==> src/rtl/calc_operand_regs.sv <==
// Operand entry registers for a hex keypad calculator: digit entry, backspace,
// operator latch and result capture, with the displayed operand registered on v1.
module calc_operand_regs #(
    parameter int DIGITS = 4,
    parameter int OPW    = 2
) (
    input  logic                  clock,
    input  logic                  reset,
    input  logic                  newhex,
    input  logic [3:0]            hexcode,
    input  logic                  newop,
    input  logic [OPW-1:0]        opcode,
    input  logic                  eq,
    input  logic                  bksp,
    input  logic                  clr,
    input  logic [4*DIGITS-1:0]   ans,
    output logic [4*DIGITS-1:0]   v1,
    output logic [4*DIGITS-1:0]   v2,
    output logic [OPW-1:0]        op_reg,
    output logic                  mode,
    output logic                  full
);

    localparam int W  = 4 * DIGITS;
    localparam int CW = $clog2(DIGITS + 1);
    localparam logic [CW-1:0] CNT_MAX = CW'(DIGITS);

    typedef enum logic {
        ENTRY  = 1'b0,
        RESULT = 1'b1
    } mode_t;

    mode_t          state, state_next;
    logic [CW-1:0]  cnt, cnt_next;
    logic [W-1:0]   v1_next, v2_next;
    logic [OPW-1:0] op_next;

    always_ff @(posedge clock) begin
        if (reset) begin
            state  <= ENTRY;
            cnt    <= '0;
            v1     <= '0;
            v2     <= '0;
            op_reg <= '0;
            full   <= 1'b0;
        end else begin
            state  <= state_next;
            cnt    <= cnt_next;
            v1     <= v1_next;
            v2     <= v2_next;
            op_reg <= op_next;
            full   <= (cnt_next == CNT_MAX);
        end
    end

    // Only the highest-priority pulse acts; lower ones are dropped even when
    // the winning event turns out to be a no-op (e.g. bksp in RESULT).
    always_comb begin
        state_next = state;
        cnt_next   = cnt;
        v1_next    = v1;
        v2_next    = v2;
        op_next    = op_reg;
        if (clr) begin
            state_next = ENTRY;
            cnt_next   = '0;
            v1_next    = '0;
            v2_next    = '0;
            op_next    = '0;
        end else if (eq) begin
            state_next = RESULT;
            cnt_next   = '0;
            v1_next    = ans;
        end else if (newop) begin
            state_next = RESULT;
            cnt_next   = '0;
            v2_next    = v1;
            op_next    = opcode;
        end else if (bksp) begin
            if (state == ENTRY && cnt != '0) begin
                v1_next  = v1 >> 4;
                cnt_next = cnt - 1'b1;
            end
        end else if (newhex) begin
            if (state == RESULT) begin
                state_next = ENTRY;
                cnt_next   = CW'(1);
                v1_next    = W'(hexcode);
            end else if (cnt != CNT_MAX) begin
                v1_next  = (v1 << 4) | W'(hexcode);
                cnt_next = cnt + 1'b1;
            end
        end
    end

    assign mode = state;

endmodule

==> config.mk <==
export PLATFORM = sky130hd
export DESIGN_NAME = calc_operand_regs
export DESIGN_NICKNAME = d
export VERILOG_FILES = /design/src/rtl/calc_operand_regs.sv
export SDC_FILE = /design/constraint.sdc
export NUM_CORES = 1
export LEC_CHECK = 0
export ABC_AREA = 0
export BUFFER_PORTS_ARGS = -buffer_cell sky130_fd_sc_hd__buf_2
export CORE_MARGIN = 2
export CORE_UTILIZATION = 30
export CTS_BUF_LIST = sky130_fd_sc_hd__clkbuf_4
export DETAILED_ROUTE_END_ITERATION = 7
export HOLD_SLACK_MARGIN = 0.03
export PLACE_DENSITY = 0.48
export SLEW_MARGIN = 20
export SYNTH_ARGS = -nofsm -noshare
export SYNTH_HDL_FRONTEND = slang
export SYNTH_SLANG_ARGS = --single-unit
==> constraint.sdc <==
create_clock -name clock -period 2.4 [get_ports clock]
set_input_delay 0 -clock clock [delete_from_list [all_inputs] [get_ports clock]]
set_output_delay 0 -clock clock [all_outputs]
set_load 0.03 [all_outputs]
# Yosys cells after proc, flatten, opt, wreduce, memory -nomap -nowiden
# Cells that the tools add are included.
# Widths: inputs -> output; s select.
dict set report word_totals {
  mem_bits_ro 0
  inputBits 29
  latchBits 0
  n_memories 0
  ram_bits 0
  ff_bits 39
}
dict set report op_classes {
  n_mux 19
  n_eq_ne 5
  multipliers 0
  add_sub_neg 2
  order_cmp 0
  n_reduce_logical 9
  shift 0
  div_mod_pow 0
  bitwise_logic 3
}
# cell count
set ops {}
lappend ops {{$mux 16} 7}
lappend ops {{$mux 3} 8}
lappend ops {{$or 16x4->16} 1}
lappend ops {{$reduce_bool 3->1} 3}
lappend ops {{$ne 3x3->1 const B} 2}
lappend ops {{$mux 1} 4}
lappend ops {{$reduce_and 2->1} 2}
lappend ops {{$reduce_and 4->1} 1}
lappend ops {{$reduce_bool 4->1} 1}
lappend ops {{$add 3x1->3 const B} 1}
lappend ops {{$eq 3x3->1 const B} 1}
lappend ops {{$ne 3x2->1 const B} 1}
lappend ops {{$sub 3x1->3 const B} 1}
lappend ops {{$ne 2x1->1 const B} 1}
lappend ops {{$not 1->1} 2}
lappend ops {{$reduce_or 2->1} 1}
lappend ops {{$logic_and 1x1->1} 1}

# Longest topological paths before layout
dict set report logic_depth {
  word_depth 9
  ltp_mapped 8
  ltp_nobuf 6
}

# Least setup slack after synthesis
# OpenSTA, ideal clock, no wires.
dict set report synth_timing {
  path_type {reg-to-reg}
  start {register cnt[0]}
  end {register v1[0]}
  stages_incl_launch_ff 9
  required_time_ps 2280
  setup_ps 120
  arrival_ps 1819
  path_slack_ps 461
  path_cell_list {dfxtp_1 > inv_1 > ha_1 > nor2b_1 > o32a_4 > or2_1 > buf_6 > buf_6 > a211o_1}
}
dict set report synth_between {
  elab_chain_cells 4
  word_cells_on_any_way 6
  classes_between {eq/ne (2); reduce/logical (4)}
}
# element line_no
set synth_rtl {}
lappend synth_rtl {{start, declared} 34} ;# logic [CW-1:0] cnt, cnt_next;
lappend synth_rtl {{start signal, assigned} 48} ;# cnt <= cnt_next;
lappend synth_rtl {{$reduce_bool 3->1} 80} ;# if (state == ENTRY && cnt != '0) begin
lappend synth_rtl {{$logic_and 1x1->1} 80}
lappend synth_rtl {{$ne 3x2->1 (no line)} -}
lappend synth_rtl {{$reduce_and 4->1 (no line) (*)} -}
lappend synth_rtl {{end signal, assigned} 49} ;# v1 <= v1_next;
lappend synth_rtl {{end, declared} 17} ;# output logic [4*DIGITS-1:0] v1,
# Every way passes the cells marked *; elsewhere a longest branch is shown, timed or not.
# A chain may end at the register's enable or synchronous reset.

# Final worst setup path
dict set report layout_timing {
  start {register cnt[1]}
  end {register v1[7]}
}
# The elaborated chain is that of the path after synthesis.

==> metrics <==
top_reg_cell synth dfxtp_1; met2 Usage GRT 0.259; design area 2580 sq um; DR vias 2028; min-delay src clr; Yosys warning count 0; DRC violations left 0; Detail Route Antenna Nets 0; # H-tree levels 2; synthesized cell area 1980 sq um; outcome finished clean; clk root buf clkbuf_4; total grt overflow 0; worst-skew pair later-pin latency 0.35 ns; Post-layout nets 348; final WL 6120 um; DIE AREA 7270 sq um; Core Region 6390 sq um; RSZ-0062 raised after global routing false; GP Congestion 0.808; Top Usage Layer GRT met2; FMAX 474 MHz; worst endpoint data arrival time 2.35 ns; Vias/cell 5.15; Yosys top cell by area dfxtp_1; max_cap viols 0; Clock Skew 0.00488 ns; Gate Count Post-Synth 242; #FFs+latches synth 39; initial DRC count 160; PwrDens 486 nW/um^2; # rows 29; hold path depth 4; final hold vios 0; Sum Neg Setup Slack 0 ns; Hold Crit Endpoint cnt[1]; total CTS buffers 5; Yosys top cell area share 0.394; Seq pwr share 0.542; first-pass GRT wire length 9810 um; synth top area cells dfxtp_1 (39%), and3_1 (7.6%), nand2_1 (7.4%); drt wl/cell 15.5 um; Initial DRT Pass Iterations 4; largest net degree at the start of global routing 30; HP Class in2reg; post-detail-place hpwl 4000 um; Gate power share 0.168; Pint 0.000884 W; Slew HR 0.567; Pleak 1.24 nW; placed inst area 2340 sq um; number of global-route vias before repair 1920; Fill cells 701; post-CTS resize count 0; fin crit share 0.879; Sw Ratio 0.296; fraction of layout cells with a size suffix above 1 0.256; setup slack, reg-to-reg 0.29 ns; die height 85.3 um; Req. time, crit path 2.65 ns; Worst R2R End v1[7]; crit-path max FO 16; clock power share 0.290; GR Util All Layers 0.170; Area Overhead vs Synth 30.4%; CP endpoint kind flip-flop; IO buf count 64; WS Path Type reg2reg; final number of max-transition violations 0; cells on worst reg2reg path 6; Initial Util 0.310; initial antenna violation count 0; Synth cell types 33; worst-margin pin slew 0.650 ns; clk slew on worst S/H paths 0.12 ns; CTS Buffer Depth 2; RR Startpoint cnt[1]; Post-synth EDFFs 0; switching power 0.000372 W; GR Util met1 0.250; fin crit period 2.11 ns; crit start category flip-flop; met3 usage 0.0321; Die W 85.3 um; I/O pin total 65; antenna cells 0; Synth Net Count 274; final number of setup-violating endpoints 0; CTS sink cnt 39; VDD IR max 211 uV; CTS tree done; fraction of registers with async set/reset 0; Largest regs v1 (16), v2 (16), cnt (3); syn avg cell area 8.19 sq um; sequential area share after synthesis 0.394
==> stage by stage <==
stage	setup slack [ns]	instances	total power [W]	utilization	hold slack [ns]
detailed placement	0.337	367	0.000883	0.366	0.219
global placement	0.343	367	0.000883	0.366	0.219
finish	0.291	394	0.00126	0.405	0.0980
CTS	0.295	394	0.00127	0.405	0.0769
floorplan	0.461	242	0.000812	-	0.0716
global route	0.135	394	0.00133	0.405	0.102
==> area by class of cell <==
| cell class | instances | area (sq um) | area share |
|---|---|---|---|
| Clock buffer | 7 | 52.6 | 0.0203 |
| Clock inverter | 1 | 5.00 | 0.00194 |
| Inverter | 5 | 18.8 | 0.00726 |
| Multi-Input combinational cell | 176 | 1080 | 0.416 |
| Sequential cell | 39 | 781 | 0.302 |
| Tap cell | 77 | 96.3 | 0.0373 |
| Timing Repair Buffer | 89 | 556 | 0.215 |
==> layout by cell type (no fill, tap or decap), types with 2 or more instances in the layout <==
master / netlist / final
and3_1: 24 / 24
and3b_1: 2 / 2
nor4_1: 13 / 13
nand2_1: 39 / 39
a211o_1: 12 / 12
buf_4: 0 / 6
buf_2: 1 / 64
dlygate4sd3_1: 0 / 19
mux2i_1: 4 / 4
clkbuf_4: 0 / 7
dfxtp_1: 39 / 39
a2111oi_0: 4 / 4
a221o_1: 2 / 2
nor2b_1: 6 / 6
inv_1: 4 / 4
nor2_1: 8 / 8
ha_1: 3 / 3
or3_1: 2 / 2
o21ai_0: 7 / 7
a21oi_1: 26 / 26
a211oi_1: 6 / 6
nor3b_1: 8 / 8
==> cells in the mapped netlist, types with 2 or more instances <==
| cell | instances |
|---|---|
| nor4_1 | 13 |
| nand2_1 | 39 |
| buf_6 | 3 |
| inv_1 | 4 |
| clkbuf_1 | 17 |
| or3_1 | 2 |
| a2111oi_0 | 4 |
| a21oi_1 | 26 |
| ha_1 | 3 |
| a211o_1 | 12 |
| a211oi_1 | 6 |
| mux2i_1 | 4 |
| and3_1 | 24 |
| nor2_1 | 8 |
| o21ai_0 | 7 |
| and3b_1 | 2 |
| a221o_1 | 2 |
| dfxtp_1 | 39 |
| nor3b_1 | 8 |
| nor2b_1 | 6 |
==> kinds of logic after synthesis <==
group                      after synthesis  share of synthesized area
and+or+nand+nor                        106                      0.283
buffers and inverters                   27                     0.0631
adders and majority gates                3                     0.0189
DFF                                     39                      0.394
muxes                                    4                     0.0202
AOI/OAI and AO/OA                       63                      0.221
==> worst max-delay path: stages, from the launching register on <==
cell     delay (ns)
dfxtp_1        0.39
inv_1          0.07
ha_1           0.24
nor2b_1        0.18
o32a_4         0.31
or2_1          0.46
a211o_1        0.36
==> power by group through the flow <==
stage | Clock, W | Sequential, W | Combinational (W)
after floorplan | 0 | 0.000714 | 0.0000984
after global placement | 0 | 0.000696 | 0.000187
after detailed placement | 0 | 0.000695 | 0.000188
after CTS | 0.000379 | 0.000681 | 0.000212
after global routing | 0.000412 | 0.000683 | 0.000231
final | 0.000364 | 0.000681 | 0.000212
==> per-layer routing <==
metal,part of all wire,up-vias
li1,-,1027
met1,0.50,927
met2,0.44,68
met3,0.053,6
met4,0.0088,0
met5,0,-
==> how the worst max path moves through the flow <==
| stage | start | to | slack, ns | cells after the start |
|---|---|---|---|---|
| finish | cnt[1] | v1[7] | 0.29 | 6 |
| global route | cnt[1] | v1[15] | 0.14 | 7 |
| CTS | cnt[1] | v1[7] | 0.29 | 6 |
| detailed placement | cnt[1] | v1[8] | 0.34 | 6 |
| global placement | cnt[1] | v1[11] | 0.34 | 6 |
| floorplan | cnt[0] | v1[0] | 0.46 | 8 |
==> timing repair <==
item | 4_1_cts | 5_1_grt
hold buffers | 19 | 0
hold endpoints to repair | 20 | 0
buffers inserted | 0 | 0
(Power assumes the default switching activity.)
